--- src/rtl/mips_pkg.sv ---
// Shared definitions for the instruction-memory loader: FSM states,
// default IM address width and frame field widths.
package mips_pkg;

  localparam int IM_ADDR_WIDTH = 10;
  localparam int LEN_W         = 16;
  localparam int CSUM_W        = 8;

  typedef enum logic [2:0] {
    S_IDLE   = 3'd0,
    S_LEN_HI = 3'd1,
    S_LEN_LO = 3'd2,
    S_DATA   = 3'd3,
    S_CSUM   = 3'd4,
    S_DONE   = 3'd5,
    S_ERR    = 3'd6
  } state_t;

endpackage

--- src/rtl/imem_loader_if.sv ---
// Byte-stream input and IM write port of the loader, bundled as one interface.
// The loader uses the slave view; the stream source / IM side uses master.
interface imem_loader_if import mips_pkg::*; #(
  parameter int ADDR_WIDTH = IM_ADDR_WIDTH
) ();

  logic [7:0]            in_data;
  logic                  in_valid;
  logic                  in_ready;
  logic                  im_we;
  logic [ADDR_WIDTH-1:0] im_addr;
  logic [31:0]           im_wdata;

  modport master (
    output in_data, in_valid,
    input  in_ready, im_we, im_addr, im_wdata
  );

  modport slave (
    input  in_data, in_valid,
    output in_ready, im_we, im_addr, im_wdata
  );

endinterface

--- src/rtl/imem_loader.sv ---
// Runtime instruction-memory loader: parses a length/words/XOR-checksum byte
// frame, writes each word into IM and keeps the CPU held until a good load.
module imem_loader import mips_pkg::*; #(
  parameter int ADDR_WIDTH = IM_ADDR_WIDTH,
  parameter int BASE_ADDR  = 0
) (
  input  logic         clk,
  input  logic         rst,
  input  logic         i_start,
  imem_loader_if.slave bus,
  output logic         o_cpu_hold,
  output logic         o_done,
  output logic         o_err
);

  localparam logic [ADDR_WIDTH-1:0] BASE     = ADDR_WIDTH'(BASE_ADDR);
  localparam logic [31:0]           CAPACITY = 32'd1 << ADDR_WIDTH;

  state_t                r_state, w_state_next;
  logic [LEN_W-1:0]      r_words, w_words_next;
  logic [1:0]            r_bidx, w_bidx_next;
  logic [23:0]           r_asm, w_asm_next;
  logic [CSUM_W-1:0]     r_xor, w_xor_next;
  logic                  r_im_we, w_im_we_next;
  logic [ADDR_WIDTH-1:0] r_im_addr, w_im_addr_next;
  logic [31:0]           r_im_wdata, w_im_wdata_next;
  logic                  r_cpu_hold;
  logic                  r_done, w_done_next;
  logic                  r_err, w_err_next;
  logic                  w_xfer;
  logic [LEN_W-1:0]      w_len;

  assign bus.in_ready = (r_state == S_LEN_HI) || (r_state == S_LEN_LO) ||
                        (r_state == S_DATA)   || (r_state == S_CSUM);
  assign w_xfer       = bus.in_valid && bus.in_ready;
  // r_words holds the high length byte until the low byte completes it.
  assign w_len        = {r_words[LEN_W-1:8], bus.in_data};

  assign bus.im_we    = r_im_we;
  assign bus.im_addr  = r_im_addr;
  assign bus.im_wdata = r_im_wdata;
  assign o_cpu_hold   = r_cpu_hold;
  assign o_done       = r_done;
  assign o_err        = r_err;

  always_ff @(posedge clk or posedge rst) begin
    if (rst) begin
      r_state    <= S_IDLE;
      r_words    <= '0;
      r_bidx     <= '0;
      r_asm      <= '0;
      r_xor      <= '0;
      r_im_we    <= 1'b0;
      r_im_addr  <= BASE;
      r_im_wdata <= '0;
      r_cpu_hold <= 1'b1;
      r_done     <= 1'b0;
      r_err      <= 1'b0;
    end else begin
      r_state    <= w_state_next;
      r_words    <= w_words_next;
      r_bidx     <= w_bidx_next;
      r_asm      <= w_asm_next;
      r_xor      <= w_xor_next;
      r_im_we    <= w_im_we_next;
      r_im_addr  <= w_im_addr_next;
      r_im_wdata <= w_im_wdata_next;
      r_cpu_hold <= (w_state_next != S_DONE);
      r_done     <= w_done_next;
      r_err      <= w_err_next;
    end
  end

  always_comb begin
    w_state_next    = r_state;
    w_words_next    = r_words;
    w_bidx_next     = r_bidx;
    w_asm_next      = r_asm;
    w_xor_next      = r_xor;
    w_im_we_next    = 1'b0;
    // The address advances in the cycle its write strobe is visible.
    w_im_addr_next  = r_im_we ? r_im_addr + ADDR_WIDTH'(1) : r_im_addr;
    w_im_wdata_next = r_im_wdata;
    w_done_next     = r_done;
    w_err_next      = r_err;

    case (r_state)
      S_IDLE, S_DONE, S_ERR: begin
        if (i_start) begin
          w_state_next   = S_LEN_HI;
          w_done_next    = 1'b0;
          w_err_next     = 1'b0;
          w_xor_next     = '0;
          w_bidx_next    = '0;
          w_words_next   = '0;
          w_im_addr_next = BASE;
        end
      end
      S_LEN_HI: begin
        if (w_xfer) begin
          w_words_next = {bus.in_data, r_words[7:0]};
          w_xor_next   = r_xor ^ bus.in_data;
          w_state_next = S_LEN_LO;
        end
      end
      S_LEN_LO: begin
        if (w_xfer) begin
          w_words_next = w_len;
          w_xor_next   = r_xor ^ bus.in_data;
          if (w_len == '0) begin
            w_state_next = S_CSUM;
          end else if (32'(w_len) > CAPACITY) begin
            w_state_next = S_ERR;
            w_err_next   = 1'b1;
          end else begin
            w_state_next = S_DATA;
          end
        end
      end
      S_DATA: begin
        if (w_xfer) begin
          w_xor_next  = r_xor ^ bus.in_data;
          w_asm_next  = {r_asm[15:0], bus.in_data};
          w_bidx_next = r_bidx + 2'd1;
          if (r_bidx == 2'd3) begin
            w_im_we_next    = 1'b1;
            w_im_wdata_next = {r_asm, bus.in_data};
            w_words_next    = r_words - LEN_W'(1);
            if (r_words == LEN_W'(1)) w_state_next = S_CSUM;
          end
        end
      end
      S_CSUM: begin
        if (w_xfer) begin
          if (bus.in_data == r_xor) begin
            w_state_next = S_DONE;
            w_done_next  = 1'b1;
          end else begin
            w_state_next = S_ERR;
            w_err_next   = 1'b1;
          end
        end
      end
      default: w_state_next = S_IDLE;
    endcase
  end

endmodule
--- src/flat_wrapper.sv ---
// flat-port wrapper written by rule: the top's interface ports become plain ports
module imem_loader_flat import mips_pkg::*;
#(
  parameter int ADDR_WIDTH = IM_ADDR_WIDTH,
  parameter int BASE_ADDR  = 0
)
  (clk, rst, i_start, o_cpu_hold, o_done, o_err, bus_in_data, bus_in_valid, bus_in_ready, bus_im_we, bus_im_addr, bus_im_wdata);
  imem_loader_if #(.ADDR_WIDTH(ADDR_WIDTH)) bus_i ();
  input  logic clk;
  input  logic rst;
  input  logic i_start;
  output logic o_cpu_hold;
  output logic o_done;
  output logic o_err;
  input wire logic [$bits(bus_i.in_data)-1:0] bus_in_data;
  input wire logic [$bits(bus_i.in_valid)-1:0] bus_in_valid;
  output wire logic [$bits(bus_i.in_ready)-1:0] bus_in_ready;
  output wire logic [$bits(bus_i.im_we)-1:0] bus_im_we;
  output wire logic [$bits(bus_i.im_addr)-1:0] bus_im_addr;
  output wire logic [$bits(bus_i.im_wdata)-1:0] bus_im_wdata;
  assign bus_i.in_data = bus_in_data;
  assign bus_i.in_valid = bus_in_valid;
  assign bus_in_ready = bus_i.in_ready;
  assign bus_im_we = bus_i.im_we;
  assign bus_im_addr = bus_i.im_addr;
  assign bus_im_wdata = bus_i.im_wdata;
  imem_loader #(.ADDR_WIDTH(ADDR_WIDTH), .BASE_ADDR(BASE_ADDR)) u_core (.clk(clk), .rst(rst), .i_start(i_start), .bus(bus_i), .o_cpu_hold(o_cpu_hold), .o_done(o_done), .o_err(o_err));
endmodule
--- config.mk ---
export PLATFORM = sky130hd
export DESIGN_NAME = imem_loader_flat
export DESIGN_NICKNAME = d
export VERILOG_FILES = /design/src/rtl/mips_pkg.sv /design/src/rtl/imem_loader_if.sv /design/src/rtl/imem_loader.sv /design/src/flat_wrapper.sv
export SDC_FILE = /design/constraint.sdc
export NUM_CORES = 1
export LEC_CHECK = 0
export ABC_AREA = 1
export CAP_MARGIN = 20
export CORE_UTILIZATION = 50
export CTS_CLUSTER_SIZE = 24
export DETAILED_ROUTE_END_ITERATION = 8
export HOLD_SLACK_MARGIN = 0.12
export PLACE_DENSITY = 0.73
export REMOVE_ABC_BUFFERS = 1
export SLEW_MARGIN = 10
export SYNTH_ARGS = -nofsm -noshare
export SYNTH_HDL_FRONTEND = slang
export SYNTH_SLANG_ARGS = --single-unit
--- constraint.sdc ---
create_clock -name clk -period 4.4 [get_ports clk]
set_input_delay 0.88 -clock clk [delete_from_list [all_inputs] [get_ports clk]]
set_output_delay 0.88 -clock clk [all_outputs]
set_load 0.01 [all_outputs]
Word-level counts from Yosys, hierarchy flattened

Cells that the tools add are included.
Widths: inputs -> output; s select.

Register bits after elaboration: 99
Output and inout port bits: 47
Input bits: 12

Bitwise logic cells: 3
Order comparisons: 1
Reductions and logical operators: 22
Multiplexer cells: 39
Equal/unequal tests: 21
$add $sub $neg: 3

Operator list:

| kind                  | count |
|---|---|
| $mux 16               | 4 |
| $pmux 16 s4           | 1 |
| $mux 10               | 3 |
| $mux 3                | 9 |
| $mux 8                | 3 |
| $eq 16x1->1 const B   | 1 |
| $gt 16x11->1 const B  | 1 |
| $logic_not 16->1      | 1 |
| $pmux 8 s2            | 1 |
| $sub 16x1->16 const B | 1 |
| $pmux 3 s5            | 1 |
| $ne 2x2->1 const B    | 6 |
| $reduce_and 6->1      | 2 |
| $mux 1                | 11 |
| $add 10x1->10 const B | 1 |
| $ne 2x1->1 const B    | 5 |
| $eq 3x3->1 const B    | 3 |
| $reduce_and 3->1      | 3 |
| $reduce_bool 3->1     | 3 |
| $eq 8x8->1            | 1 |
| $xor 8x8->8           | 1 |
| $reduce_and 7->1      | 1 |
| $eq 3x2->1 const B    | 2 |
| $mux 2                | 3 |
| other kinds (15)      | 21 |

Depth between registers and ports, before layout

Gate-level depths: netlist (run 1).

Depth after elaboration: 8
Depth in mapped cells: 13
Mapped depth without buffers: 11

Worst setup path before layout (run 1)

Ideal clock, no wire load.

Path type: input-to-reg
Start: in bus_in_valid
End: reg u_core.r_im_wdata[10], in the netlist u_core.bus.im_wdata[10]
Buffers on the path: 3
Stages: 8
Path slack: 2,378 ps
Data required time: 4,270 ps
Arrival time: 1,892 ps
Cell sequence: buf_2 > inv_1 > a21oi_2 > nand3_1 > buf_4 > buf_2 > nand2_1 > o21ai_1

Word-level cells in the longest chain between the ends: 2

Ends and longest elaborated chain:

| element                    | RTL line           | source |
|---|---|---|
| start: declaration         | flat_wrapper.sv:16 | `input wire logic [$bits(bus_i.in_valid)-1:0] bus_in_valid;` |
| $logic_and 1x1->1          | imem_loader.sv:35  | `assign w_xfer = bus.in_valid && bus.in_ready;` |
| $reduce_and 3->1 (no line) | n/a                |  |
| end signal: assignment     | imem_loader.sv:67  | `r_im_wdata <= w_im_wdata_next;` |
| end: declaration           | imem_loader.sv:26  | `logic [31:0] r_im_wdata, w_im_wdata_next;` |

Every way passes these cells.
A chain may end at the register's enable or synchronous reset.

Worst setup path in the final report (run 1)

Start: reg u_core.r_state[0]
End: out bus_in_ready

Word-level cells in the longest chain between the ends: 4

Ends and longest elaborated chain:

| element                                  | RTL line           | source |
|---|---|---|
| start: declaration                       | imem_loader.sv:19  | `state_t r_state, w_state_next;` |
| start signal: assignment                 | imem_loader.sv:60  | `r_state <= w_state_next;` |
| $eq 3x1->1 or $eq 3x2->1 (tied branches) | imem_loader.sv:33  | `assign bus.in_ready = (r_state == S_LEN_HI) \|\| (r_state == S_LEN_LO) \|\|` |
| $logic_or 1x1->1 (2 in series)           | imem_loader.sv:33  |  |
| $logic_or 1x1->1 *                       | imem_loader.sv:34  | `(r_state == S_DATA) \|\| (r_state == S_CSUM);` |
| end: declaration                         | flat_wrapper.sv:17 | `output wire logic [$bits(bus_i.in_ready)-1:0] bus_in_ready;` |

Every way passes the cells marked *; elsewhere a longest branch is shown, timed or not.

==> results of run 1 <==
-- registers in the layout (all words and copies together) (netlist names) --
| signal | flops |
|---|---|
| u_core.bus.im_we | 1 |
| u_core.r_asm | 24 |
| u_core.r_xor | 8 |
| u_core.r_state | 3 |
| u_core.r_bidx | 2 |
| u_core.o_done | 1 |
| u_core.o_err | 1 |
| u_core.o_cpu_hold | 1 |
| u_core.bus.im_addr | 10 |
| u_core.r_words | 16 |
| u_core.bus.im_wdata | 32 |
-- per-stage QoR --
step                setup slack [ns]  hold WS, ns  cells  power [µW]
floorplan                      0.931        0.442    584        3030
global placement                1.15        0.449    775        3700
detailed placement              1.06        0.454    775        3760
CTS                             1.26        0.476    791        4360
global route                    1.20        0.496    791        4710
finish                          1.28        0.472    791        4340
-- cell type report --
type,instances,area share (%)
Sequential cell,99,43.0
Multi-Input combinational cell,415,35.4
Timing Repair Buffer,62,10.6
Inverter,70,4.60
Tap cell,129,2.80
Clock buffer,9,2.15
Clock inverter,7,1.50
-- where the power goes --
group          internal (µW)  switching, µW
clock                    227            358
combinational            885           1320
sequential              1290            259
total                   2400           1940
-- worst paths after layout --
kind / from / end / cells after the start
setup reg to reg: u_core.r_state[2] / u_core.bus.im_wdata[17] / 7
hold / removal: u_core.bus.im_addr[9] / u_core.bus.im_addr[9] / 1
min in group asynchronous: rst / u_core.bus.im_addr[2] / 2
max in group asynchronous: rst / u_core.o_cpu_hold / 3
hold reg to reg: u_core.bus.im_addr[9] / u_core.bus.im_addr[9] / 1
setup / recovery: u_core.r_state[0] / bus_in_ready / 3
-- cells by family after synthesis --
kind of cell / Yosys count / share of synthesized area [%]
and+or+nand+nor: 282 / 24.9
AOI/OAI and AO/OA: 120 / 13.7
DFF: 99 / 50.4
buffers and inverters: 89 / 8.19
xor gates and xnor gates: 8 / 1.42
adders and majority gates: 5 / 1.42
-- layer usage --
layer / up-vias / share of wire [%] / global-route usage (%) / routed length [µm]
met4: 0 / 1.7 / 7.69 / 178
met2: 113 / 47 / 37.6 / 4970
met5: - / 0 / 0 / 0
met1: 1901 / 46 / 30.7 / 4900
li1: 2034 / - / - / -
met3: 17 / 4.9 / 2.90 / 521
-- layout by cell type, fill, tap and decap left out, types with 2 or more instances in the layout --
cell             instances
clkbuf_8                 9
nand2_2                  4
o21ai_1                 59
o21ai_2                  4
nand3b_1                 2
nand2_1                182
clkinv_8                 3
clkdlybuf4s50_1         58
nor2_1                  52
clkinv_4                 3
ha_1                     4
dfrtp_1                 98
o21ai_0                 23
buf_4                    4
inv_2                   11
a22oi_1                  3
nand3_2                  5
nor2_4                   3
and3_1                   2
inv_1                   58
o22ai_1                  5
nand2_4                  3
nand3_1                 17
a21oi_1                 19
xor2_1                   7
nor3_1                   8
==> metrics.txt, run 1 <==
WP data arrival 2.24 ns; Die Height 101 µm; final net count 674; WL per Instance 13.4 µm; Worst setup EP type output port; Vias per Instance 5.14; Async SR Flop Fraction 100%; Clock Sinks 99; Design Area, Final 0.00577 mm²; Antenna Nets Post-Route 0; Rel. slew slack 44.9%; kind of cell adding the most delay to the critical path compound AO/OA/AOI/OAI gates; Synth Register Bits 99; top-count cell post-synth nand2_1; largest net degree at the start of global routing 58; Yosys top cell area share 49.9%; Final Critical Period 3.12 ns; CTS Root Cell clkbuf_8; fmax 320 MHz; Setup violations, final 0; clock-pin slew on the worst setup and hold paths 0.10 ns; cts repair resizes 0; Synth Cell Area 0.00492 mm²; TritonCTS buffer count 9; share of layout cells above drive strength 1 8.91%; CP max FO 13; CP bufs+invs 1; CORE AREA 0.00937 mm²; Initial Util 52.5%; Syn Inst Count 603; DRT Pass-1 Iters 5; DP Wirelength 7670 µm; cell taking the most area after synthesis dfrtp_1; Ports 59; Syn. warnings 0; pins over their slew limit 0; DR vias 4,065; antenna cells 0; clock skew 0.0194 ns; maximum capacitance violations 0; slowest stage delay, CP 0.70 ns; Leak 0.00280 µW; crit path cell chain o21ai_2 > nand2_4 > clkdlybuf4s50_1; syn avg cell area 8.16 µm²; final core occ 61.5%; Die Width 101 µm; CTS tree yes; setup_tns 0 ns; Die Area 0.0102 mm²; Hold Path Class reg2reg; P per Cell Area 752 mW/mm²; Site Rows 35; Least-Margin Pin Slew 0.827 ns; Main synth FF type dfrtp_1; crit start category register; gr usage total 22.6%; Placed Area 0.00556 mm²; DR DRC count 0; worst skew pair latency 0.38 ns; vias in the first global route 3,908; post-route clock period utilization 71.0%; CTS Hold Bufs 0; Area contributors post-synth dfrtp_1, nand2_1, o21ai_1, inv_1, nor2_1; Placer Congestion 0.964; Post-synth EDFFs 0; Crit Path Category reg2out; Synth top cells by count nand2_1, dfrtp_1, inv_1, o21ai_1, nor2_1; Seq/Total Area, Yosys 50.4%; # port buffers 58; antenna violations before repair 0; Layout area overhead 17.3%; final-report hold violation count 0; Unique masters post-synth 39; Total Wirelength 10,600 µm; number of post-CTS setup repair buffers 0; fillcell total 854; Sequential Area 0.00248 mm²; reg2reg setup slack 1.75 ns; slowest CP cell o21ai_2; initial drt markers 171; outcome complete, no violations; RSZ-0062 raised after global routing false; WP data required 3.52 ns; htree depth 3; footprint of the multi-input gates 0.00204 mm²; Max IR drop VDD 0.483 mV; GRT overflow 0; worst-case clock buffer depth 2; first-pass GRT wire length 18,200 µm
Note: power is estimated with default switching activity, not from simulation.
==> run 2: changes to the inputs <==
==> constraint.sdc (replaced) <==
create_clock -name clk -period 2.9 [get_ports clk]
set_input_delay 0.58 -clock clk [delete_from_list [all_inputs] [get_ports clk]]
set_output_delay 0.58 -clock clk [all_outputs]
set_load 0.01 [all_outputs]
==> run 2 against run 1 <==
Non-clock buffer count up 2. Flip-flop and latch count is the same. Via count decreased by 1.0%. Clock skew fell by 0.0077 ns. Hold slack worse by 0.0049 ns. Global-route usage increased by 0.15 points. Critical path depth unchanged. Register-to-register slack worse by 1.0 ns. Count of clock-buffer cells in the layout up 1. Sequential share of layout area decreased by 0.33 points. First-iteration DRC count fell by 11%. Largest power group unchanged. Highest routed layer unchanged.
==> metrics.txt, run 2 (synthesis gave the netlist of run 1 again) <==
first-pass GRT wire length 18,200 µm; RR Startpoint u_core.r_state[0]; crit start category register; Max IR drop VDD 0.488 mV; DRT Pass-1 Iters 4; highest routed layer met4; CP max FO 13; clock-pin slew on the worst setup and hold paths 0.10 ns; Placed Area 0.00560 mm²; post-placement cell count 777; Worst setup EP type output port; CTS tree yes; Die Area 0.0102 mm²; post-route non-filler standard cell count 793; P per Cell Area 1150 mW/mm²; DR DRC count 0; htree depth 3; worst reg2reg endpoint u_core.bus.im_wdata[25]; CTS Root Cell clkbuf_8; met3 routed WL 357 µm; Ports 59; Total Wirelength 10,700 µm; Die Width 101 µm; WL per Instance 13.5 µm; reg2reg setup slack 0.74 ns; RSZ-0062 raised after global routing false; Clock Sinks 99; Final Critical Period 2.76 ns; Layout area overhead 18.2%; Rel. slew slack 48.2%; clock skew 0.0117 ns; Setup violations, final 0; WP data required 2.32 ns; Worst Reg-to-Reg Cells 7; worst skew pair latency 0.37 ns; WHS Endpoint u_core.bus.im_addr[9]; share of layout cells above drive strength 1 9.19%; met2 wire len 5010 µm; worst-case clock buffer depth 2; maximum capacitance violations 0; DP Wirelength 7690 µm; Site Rows 35; Hold Path Class reg2reg; M1 WL 5210 µm; gr usage total 22.7%; initial drt markers 153; GRT overflow 0; WHS 0.467 ns; Leak 0.00282 µW; Least-Margin Pin Slew 0.777 ns; hold_sp u_core.bus.im_addr[9]; CTS Hold Bufs 0; Largest register FFs 32; number of post-CTS setup repair buffers 0; worst hold stages 1; final-report hold violation count 0; Antenna Nets Post-Route 0; Vias per Instance 5.07; largest net degree at the start of global routing 58; antenna cells 0; commonest non-fill, non-tap cells in the layout nand2_1, dfrtp_1, o21ai_1, inv_1, clkdlybuf4s50_1; Crit Path Category reg2out; TritonCTS buffer count 9; Design Area, Final 0.00581 mm²; commonest non-fill, non-tap cell in the layout nand2_1; Initial Util 52.5%; outcome complete, no violations; post-route clock period utilization 95.3%; DR vias 4,023; final net count 676; # port buffers 58; vias in the first global route 3,885; WP data arrival 2.18 ns; fmax 362 MHz; CORE AREA 0.00937 mm²; Die Height 101 µm; antenna violations before repair 0; Placer Congestion 0.892; cts repair resizes 0; pins over their slew limit 0
## run 2: cell count changes in the layout (fill, tap and decap cells not counted), sizes merged
cell      before  now
inv           71   74
clkinvlp       0    1
bufinv         0    1
buf            4    6
clkbuf         9   10
clkinv         6    0
## run 2: layer usage
metal,GRT usage [%],up-vias
li1,-,2037
met1,31.9,1897
met2,37.2,79
met3,3.93,10
met4,5.24,0
met5,0,-
## run 2: worst max-delay path by stage
stage,start,to,slack [ns],cells past startpoint
6_report,u_core.r_state[0],bus_in_ready,0.14,3
5_1_grt,u_core.r_state[0],bus_in_ready,0.01,3
3_3_place_gp,u_core.r_state[0],bus_in_ready,0.55,3
2_1_floorplan,rst,u_core.bus.im_addr[0],-0.27,1
3_5_place_dp,u_core.r_state[0],bus_in_ready,0.53,3
4_1_cts,u_core.r_state[0],bus_in_ready,0.11,3
## run 2: layout make-up
type | count | area (µm²)
clock buffer | 10 | 138
clock inverter | 6 | 77.6
fill | 850 | 3560
inverter | 70 | 265
multi-input combinational | 415 | 2040
sequential | 99 | 2480
tap | 129 | 161
timing repair buffer | 64 | 651
## run 2: per-stage QoR
step                power, µW  setup TNS (ns)  utilization (%)  worst slack [ns]
finish                   6670               0             62.0             0.137
global route             7260               0             62.0            0.0133
CTS                      6720               0             62.0             0.109
detailed placement       5750               0             59.7             0.530
global placement         5640               0             59.7             0.552
floorplan                4600          -26.34                -            -0.269
## run 2: where the power goes
part	leakage (µW)	switching [µW]	internal (µW)
Combinational	0.00143	2030	1360
Clock	0.000107	512	441
Sequential	0.00128	376	1950
## run 2: worst max-delay path, cell delays in order, from the launching register on
cell and delay (ns):
dfrtp_1 0.51, o21ai_2 0.66, nand2_4 0.13, clkdlybuf4s50_1 0.52
